===== src/rtl/regfile_wb_sink_pkg.sv =====
// Shared constants, types and the pending-counter saturation helper for regfile_wb_sink.
package regfile_wb_sink_pkg;

    localparam int XLEN      = 32;
    localparam int REG_IDX_W = 5;

    typedef logic [REG_IDX_W-1:0] reg_idx_t;

    localparam reg_idx_t ZERO_REG = '0;

    // A counter of width w is saturated once it reaches 2^w-1 (w up to 8).
    function automatic logic pend_full(input logic [7:0] cnt, input int unsigned w);
        logic [8:0] max_val;
        max_val = (9'd1 << w) - 9'd1;
        return ({1'b0, cnt} == max_val);
    endfunction

endpackage


===== src/rtl/regfile_wb_sink_sb_counter.sv =====
// Saturating up/down in-flight-writer counter for one architectural register.
module sb_counter #(
    parameter int W = 2
) (
    input  logic         clk,
    input  logic         rst_n,
    input  logic         inc,
    input  logic         dec,
    input  logic         clr,
    output logic [W-1:0] count,
    output logic         zero,
    output logic         full,
    output logic         underflow
);
    import regfile_wb_sink_pkg::*;

    assign zero = (count == '0);
    assign full = pend_full(8'(count), W);
    // Clear wins, so a retire in a flush cycle is never reported as an underflow.
    assign underflow = dec & ~inc & zero & ~clr;

    always_ff @(posedge clk or negedge rst_n) begin
        if (!rst_n) begin
            count <= '0;
        end else if (clr) begin
            count <= '0;
        end else if (inc && !dec && !full) begin
            count <= count + W'(1);
        end else if (dec && !inc && !zero) begin
            count <= count - W'(1);
        end
    end

endmodule


===== src/rtl/regfile_wb_sink.sv =====
// Decode-stage register file with per-register pending-write scoreboard.
// Optional macro REGFILE_BYPASS_EN: write-through reads and busy masking on final retire.
module regfile_wb_sink
    import regfile_wb_sink_pkg::*;
#(
    parameter int NREGS  = 32,
    parameter int PEND_W = 2
) (
    input  logic            clk,
    input  logic            rst_n,
    input  logic [XLEN-1:0] wb_data,
    input  reg_idx_t        wb_rd,
    input  logic            wb_reg_write,
    input  reg_idx_t        rs1_addr,
    input  reg_idx_t        rs2_addr,
    output logic [XLEN-1:0] rs1_data,
    output logic [XLEN-1:0] rs2_data,
    input  logic            iss_valid,
    input  reg_idx_t        iss_rd,
    input  logic            iss_reg_write,
    output logic            iss_ready,
    output logic            rs1_busy,
    output logic            rs2_busy,
    input  logic            flush,
    output logic            sb_err
);

    logic [XLEN-1:0]   regs [NREGS];
    logic [PEND_W-1:0] cnt  [NREGS];
    logic [NREGS-1:0]  zero_vec;
    logic [NREGS-1:0]  full_vec;
    logic [NREGS-1:0]  uflow_vec;
    logic              iss_eff;
    logic              ret_eff;

    assign ret_eff = wb_reg_write && (wb_rd != ZERO_REG);

    // Issue handshake: an issue is taken when iss_valid & iss_ready; iss_ready only
    // drops for a register whose counter is saturated and not retiring this cycle.
    assign iss_ready = !(iss_valid && iss_reg_write && (iss_rd != ZERO_REG) &&
                         full_vec[iss_rd] && !(ret_eff && (wb_rd == iss_rd)));
    assign iss_eff   = iss_valid && iss_reg_write && iss_ready && (iss_rd != ZERO_REG);

    assign cnt[0]       = '0;
    assign zero_vec[0]  = 1'b1;
    assign full_vec[0]  = 1'b0;
    assign uflow_vec[0] = 1'b0;

    for (genvar i = 1; i < NREGS; i++) begin : g_cnt
        sb_counter #(.W(PEND_W)) u_cnt (
            .clk       (clk),
            .rst_n     (rst_n),
            .inc       (iss_eff && (iss_rd == reg_idx_t'(i))),
            .dec       (ret_eff && (wb_rd == reg_idx_t'(i))),
            .clr       (flush),
            .count     (cnt[i]),
            .zero      (zero_vec[i]),
            .full      (full_vec[i]),
            .underflow (uflow_vec[i])
        );
    end

    always_ff @(posedge clk or negedge rst_n) begin
        if (!rst_n) begin
            for (int i = 0; i < NREGS; i++) begin
                regs[i] <= '0;
            end
        end else if (ret_eff) begin
            regs[wb_rd] <= wb_data;
        end
    end

    always_ff @(posedge clk or negedge rst_n) begin
        if (!rst_n) begin
            sb_err <= 1'b0;
        end else if (|uflow_vec) begin
            sb_err <= 1'b1;
        end
    end

    logic rs1_raw_busy;
    logic rs2_raw_busy;
    assign rs1_raw_busy = (rs1_addr != ZERO_REG) && !zero_vec[rs1_addr];
    assign rs2_raw_busy = (rs2_addr != ZERO_REG) && !zero_vec[rs2_addr];

`ifdef REGFILE_BYPASS_EN
    logic rs1_fwd;
    logic rs2_fwd;
    logic rs1_last;
    logic rs2_last;
    assign rs1_fwd  = ret_eff && (wb_rd == rs1_addr);
    assign rs2_fwd  = ret_eff && (wb_rd == rs2_addr);
    // Final retire of the last in-flight writer, with no new writer arriving.
    assign rs1_last = rs1_fwd && (cnt[rs1_addr] == PEND_W'(1)) &&
                      !(iss_eff && (iss_rd == rs1_addr));
    assign rs2_last = rs2_fwd && (cnt[rs2_addr] == PEND_W'(1)) &&
                      !(iss_eff && (iss_rd == rs2_addr));

    assign rs1_data = (rs1_addr == ZERO_REG) ? '0 : (rs1_fwd ? wb_data : regs[rs1_addr]);
    assign rs2_data = (rs2_addr == ZERO_REG) ? '0 : (rs2_fwd ? wb_data : regs[rs2_addr]);
    assign rs1_busy = rs1_raw_busy && !rs1_last;
    assign rs2_busy = rs2_raw_busy && !rs2_last;
`else
    assign rs1_data = (rs1_addr == ZERO_REG) ? '0 : regs[rs1_addr];
    assign rs2_data = (rs2_addr == ZERO_REG) ? '0 : regs[rs2_addr];
    assign rs1_busy = rs1_raw_busy;
    assign rs2_busy = rs2_raw_busy;
`endif

endmodule


===== config.mk =====
export PLATFORM = sky130hd
export DESIGN_NAME = regfile_wb_sink
export DESIGN_NICKNAME = d
export VERILOG_FILES = /design/src/rtl/regfile_wb_sink_pkg.sv /design/src/rtl/regfile_wb_sink_sb_counter.sv /design/src/rtl/regfile_wb_sink.sv
export SDC_FILE = /design/constraint.sdc
export NUM_CORES = 2
export LEC_CHECK = 0
export BUFFER_PORTS_ARGS = -buffer_cell sky130_fd_sc_hd__buf_2
export CAP_MARGIN = 25
export CORE_ASPECT_RATIO = 0.7
export CORE_MARGIN = 1.5
export CORE_UTILIZATION = 55
export CTS_BUF_LIST = sky130_fd_sc_hd__clkbuf_2
export DETAILED_ROUTE_END_ITERATION = 10
export PLACE_DENSITY = 0.83
export SLEW_MARGIN = 25
export SYNTH_ARGS = -nofsm -noshare
export SYNTH_HDL_FRONTEND = slang
export SYNTH_SLANG_ARGS = --single-unit

===== constraint.sdc =====
create_clock -name clk -period 5.8 [get_ports clk]
set_input_delay 1.16 -clock clk [delete_from_list [all_inputs] [get_ports clk]]
set_output_delay 1.16 -clock clk [all_outputs]
set_load 0.1 [all_outputs]

[Yosys cells after proc, flatten, opt, wreduce, memory -nomap -nowiden]
Cells that the tools add are included.
W data, S select, Z words.
Cells by class
  div/mod/pow operators: 0
  $add $sub $neg: 62
  eq/ne operators: 94
  bitwise logic cells: 128
  multiplexer cells: 110
  $mul: 0
  reductions and logical operators: 394
  shift-type cells: 0
  $lt $le $gt $ge: 7
Operator list (number)
  $bwmux W1024: 1
  $bmux W32 S5: 2
  $mux W32: 7
  $logic_and A1 B1 Y1: 197
  $mux W2: 93
  $demux W32 S5: 1
  $eq A5 B5 Y1 const B: 32
  $logic_not A1 Y1: 128
  $and A1 B1 Y1: 93
  $reduce_bool A3 Y1: 31
  $eq A5 B4 Y1 const B: 16
  $add A2 B1 Y2 const B: 31
  $eq A2 B2 Y1 const B: 31
  $logic_not A2 Y1: 31
  $sub A2 B1 Y2 const B: 31
  $eq A5 B3 Y1 const B: 8
  $not A1 Y1: 32
  $reduce_or A31 Y1: 1
  $eq A5 B2 Y1 const B: 4
  $reduce_bool A5 Y1: 4
  $ge A6 B6 Y1 const B: 3
  $lt A5 B6 Y1 const B: 3
  $not A5 Y6: 3
  $bmux W1 S5: 3
  5 further kinds: 9
Word-level totals
  logic and storage cells: 859
  latch bits: 0
  input port bits: 58
  RAM bits: 0
  memories kept: 0
  bits in read-only memories: 0
  flip-flop bits (word level): 1087
  output and inout bits: 68

[Depth between registers and ports, before layout]
  word-level depth: 15
  mapped depth: 10
  depth with buffers taken out: 7

[Hierarchy]
From an unflattened synthesis, not the netlist that was laid out.
Unflattened totals
  cells, all modules: 4148
  area total of the unflattened synthesis: 59704.8 um2
By module, submodules not included
  regfile_wb_sink: times used 1, seq. area each 25649.6 um2, cells each 3652, area each 55321.8 um2
  sb_counter: times used 31, seq. area each 50.0 um2, cells each 16, area each 141.4 um2

[Worst setup path after synthesis]
OpenSTA, ideal clock, no wires.
  kind: input-to-output
  start point: input rs2_addr[0]
  end point: output rs2_busy
  slack: 0.225 ns
  cell stages on the path: 7
  required time: 4.640 ns
  path buffers: 3
  arrival time: 4.415 ns
  cell sequence: buf_2 -> buf_1 -> buf_1 -> mux4_2 -> a211oi_1 -> a211oi_1 -> a21oi_1
On the way
  longest elaborated chain between the ends: 4
  elaborated cells between the ends (all ways): 5
  those cells by class: mux: 2; reduce/logical: 3
Ends and longest elaborated chain
  start, declared: RTL line regfile_wb_sink.sv:15  | input reg_idx_t rs2_addr,
  $bmux W1 S5: RTL line regfile_wb_sink.sv:84  | assign rs2_raw_busy = (rs2_addr != ZERO_REG) && !zero_vec[rs2_addr];
  $mux W1 (implied by the code): RTL line regfile_wb_sink.sv:84
  $logic_not A1 Y1: RTL line regfile_wb_sink.sv:84
  $logic_and A1 B1 Y1 *: RTL line regfile_wb_sink.sv:84
  end, declared: RTL line regfile_wb_sink.sv:23  | output logic rs2_busy,
Every way passes the cells marked *; elsewhere a longest branch is shown, timed or not. The select of a mux whose other input is x is not followed.

[Final worst setup path]
  start point: register g_cnt[28].u_cnt.count[0]
  end point: output rs2_busy
On the way
  longest elaborated chain between the ends: 5
Ends and longest elaborated chain
  start, declared: RTL line regfile_wb_sink_sb_counter.sv:10  | output logic [W-1:0] count,
  start signal, assigned: RTL line regfile_wb_sink_sb_counter.sv:28  | count <= count + W'(1);
  start signal, assigned: RTL line regfile_wb_sink_sb_counter.sv:30  | count <= count - W'(1);
  $logic_not A2 Y1: RTL line regfile_wb_sink_sb_counter.sv:17  | assign zero = (count == '0);
  $bmux W1 S5: RTL line regfile_wb_sink.sv:84
  $mux W1 (implied by the code): RTL line regfile_wb_sink.sv:84
  $logic_not A1 Y1: RTL line regfile_wb_sink.sv:84
  $logic_and A1 B1 Y1: RTL line regfile_wb_sink.sv:84
No other way between the ends. The select of a mux whose other input is x is not followed.

==> impl_metrics.env <==
export IMPL_status="finished clean"
export IMPL_dieArea_um2=110000
export IMPL_worstPathRequired_ns=4.64
export IMPL_end_kind="primary output"
export IMPL_vias=44747
export IMPL_fin_worst_skew_ns=0.0878
export IMPL_critPathMostFrequentCell="mux4_2"
export IMPL_dr_pass1_iters=6
export IMPL_ys_seq_area_share_pct=45.7
export IMPL_relSlewSlack_pct=23.8
export IMPL_syn_nets=4829
export IMPL_cap_violations=0
export IMPL_grt_use_total_pct=34.2
export IMPL_hold_viol_final=0
export IMPL_synth_edf_count=0
export IMPL_ys_types=75
export IMPL_vdd_drop_max_mv=0.275
export IMPL_drive_gt1_share_pct=38.9
export IMPL_overflow=0
export IMPL_cp_arrival_ns=4.02
export IMPL_cp_startpoint="g_cnt[28].u_cnt.count[0]$_DFFE_PN0P_"
export IMPL_row_count=100
export IMPL_dr_wl_met3_mm=26.2
export IMPL_cts_sinks=1087
export IMPL_hold_path_class="input port to register"
export IMPL_tritoncts="yes"
export IMPL_p_per_area_nw_per_um2=316
export IMPL_clock_path_buffers=4
export IMPL_rsz0062_at_grt="false"
export IMPL_tns_ns=0
export IMPL_synthFlopType="dfrtp_1"
export IMPL_num_nets_final=4922
export IMPL_post_route_period_util_pct=89.3
export IMPL_grt_pass1_vias=46012
export IMPL_ys_ff_latch=1087
export IMPL_htree_levels=5
export IMPL_viasPerCell=6.93
export IMPL_highest_layer="met5"
export IMPL_routedWlPerCell_um=28.8
export IMPL_min_period_ns=5.18
export IMPL_place_congestion=0.965
export IMPL_place_ws_ns=0.787
export IMPL_critPathLaunchType="register"
export IMPL_finalWirelength_mm=186
export IMPL_clk_latency_ns=1.58
export IMPL_postCtsResizedCells=0
export IMPL_drt_iter0_drc=6255
export IMPL_die_y_um=278
export IMPL_layout_setup_ws_ns=0.619
export IMPL_antenna_left=0
export IMPL_dpl_cell_area_um2=61700
export IMPL_area_growth_syn_to_layout_pct=7.94
export IMPL_antenna_found_initial=7
export IMPL_wl_met2_mm=82.8
export IMPL_initial_utilization_pct=55.7
export IMPL_tightest_slew_ns=1.14
export IMPL_portBuffers=125
export IMPL_ios=126
export IMPL_drc_errors=0
export IMPL_stdcell_area_um2=64300
export IMPL_slowest_stage="buf_2"
export IMPL_synth_cells=4771
export IMPL_holdCritStartpoint="flush"
export IMPL_cp_cell_sequence="nor2_1, mux4_2, mux4_2, a21oi_1, buf_2"
export IMPL_nFillCells=7977
export IMPL_yosysWarnings=0
export IMPL_cpPeakStageDelay_ns=0.50
export IMPL_grt_pass1_wl_mm=282
export IMPL_wl_met1_mm=65.9
export IMPL_report_final_slew_viol_count=0
export IMPL_dieWidth_um=396
export IMPL_grt_max_degree=154
export IMPL_async_reset_ff_share_pct=100
export IMPL_critPathMaxFanout=7
export IMPL_r2r_start="g_cnt[28].u_cnt.count[0]$_DFFE_PN0P_"
export IMPL_netlist_area_um2=59500
export IMPL_finalSetupViolations=0
export IMPL_p_leak_nw=29.5
export IMPL_dp_hpwl_mm=109
export IMPL_coreArea_um2=107000
export IMPL_fmax_mhz=193
export IMPL_avgSynthCellArea_um2=12.5
export IMPL_clk_pin_slew_ns=0.10
export IMPL_tritoncts_num_buffers=285
export IMPL_critPathKind="register to primary output"
export IMPL_root_buffer="clkbuf_2"
through the flow:
step                cells  utilization, %  hold slack, ns  power, mW
floorplan            4771               -           0.425       13.9
global placement     5970            57.7           0.362       15.0
CTS                  6453            60.1          0.0340       20.3
global route         6457            60.1           0.182       21.2
detailed placement   5972            57.8           0.384       15.3
finish               6459            60.1           0.158       20.3
area by class of cell:
cell class                      instances  area, um^2  share of cell area, %
Sequential cell                      1087       27200                   42.3
Clock buffer                          382        1910                   2.97
Inverter                                7        26.3                 0.0409
Tap cell                             1428        1790                   2.78
Antenna cell                            6        15.0                 0.0234
Timing Repair Buffer                  283        2390                   3.71
Multi-Input combinational cell       3200       30700                   47.7
Clock inverter                         66         290                  0.452
final timing paths:
| path | end | slack [ns] | cells after the start |
|---|---|---|---|
| worst max register to register | g_cnt[18].u_cnt.count[0]$_DFFE_PN0P_ | 2.87 | 7 |
| worst min-delay path | g_cnt[16].u_cnt.count[1]$_DFFE_PN0P_ | 0.16 | 2 |
| max in group asynchronous | regs[944]$_DFFE_PN0P_ | 4.13 | 3 |
| min in group asynchronous | g_cnt[3].u_cnt.count[0]$_DFFE_PN0P_ | 0.26 | 2 |
| worst max-delay path | rs2_busy | 0.62 | 5 |
| worst min register to register | regs[997]$_DFFE_PN0P_ | 0.40 | 0 |
power breakdown:
group / internal [mW] / leakage [nW] / switching (mW) / total, mW
Sequential: 8.90 / 14.1 / 1.06 / 9.96
Clock: 1.80 / 1.73 / 3.21 / 5.01
Combinational: 2.57 / 13.7 / 2.79 / 5.36
placed cells by master, fill, tap and decap left out, types with 33 or more instances in the layout:
cell / instances
buf_2: 114
mux4_2: 658
dfrtp_1: 1087
nand2_1: 1303
buf_4: 96
mux2i_1: 65
clkbuf_2: 382
clkinv_1: 52
dlygate4sd3_1: 33
nor2_1: 121
mux2_2: 582
a211oi_1: 46
a21oi_1: 49
o21ai_0: 48
sequential cells by signal, summed over array words and instances (netlist names):
| register | count |
|---|---|
| regs | 1024 |
| sb_err | 1 |
| g_cnt.u_cnt.count | 62 |
per-layer routing:
layer,global-route usage (%),vias to the layer above
met1,44.5,22706
met3,12.2,829
met4,19.6,10
li1,-,17572
met2,49.9,3630
met5,0.392,-
cells by family after synthesis:
group                     synth area share (%)
AOI/OAI and AO/OA                         2.88
xor gates and xnor gates                 0.279
and+or+nand+nor                           11.0
buffers and inverters                     3.17
DFF                                       45.7
muxes                                     37.0
Yosys cell counts (all sizes together) (5+ instances only):
cell | number | area share, %
mux2i | 65 | 1.1
nor3 | 22 | 0.19
inv | 7 | 0.044
buf | 87 | 0.66
nor4 | 7 | 0.084
o21a | 5 | 0.063
a21oi | 49 | 0.41
and2 | 15 | 0.16
o22ai | 15 | 0.16
o2111ai | 8 | 0.12
nand4 | 6 | 0.074
nor2b | 13 | 0.14
or2 | 10 | 0.11
nand2 | 1329 | 8.4
a31oi | 11 | 0.13
o211ai | 7 | 0.088
and4 | 6 | 0.088
nor2 | 135 | 0.85
nand3 | 23 | 0.20
clkbuf | 390 | 2.5
o211a | 8 | 0.13
and3 | 7 | 0.074
nand2b | 29 | 0.30
dfrtp | 1087 | 46
mux4 | 658 | 25
a211oi | 51 | 0.69
mux2 | 582 | 11
o21ai | 49 | 0.41
xnor2 | 16 | 0.24
worst max-delay path, delay by kind of cell (launching register included):
family | cells | cell delay, ns
multiplexers | 2 | 0.94
flip-flops | 1 | 0.49
buffers and inverters | 1 | 0.50
AO/OA/AOI/OAI | 1 | 0.36
AND/OR/NAND/NOR | 1 | 0.15
timing repair:
action,in CTS,in global routing
buffers inserted,0,0
hold buffers,33,0
endpoints found under the hold margin,446,0
Note: power is estimated with default switching activity, not from simulation.
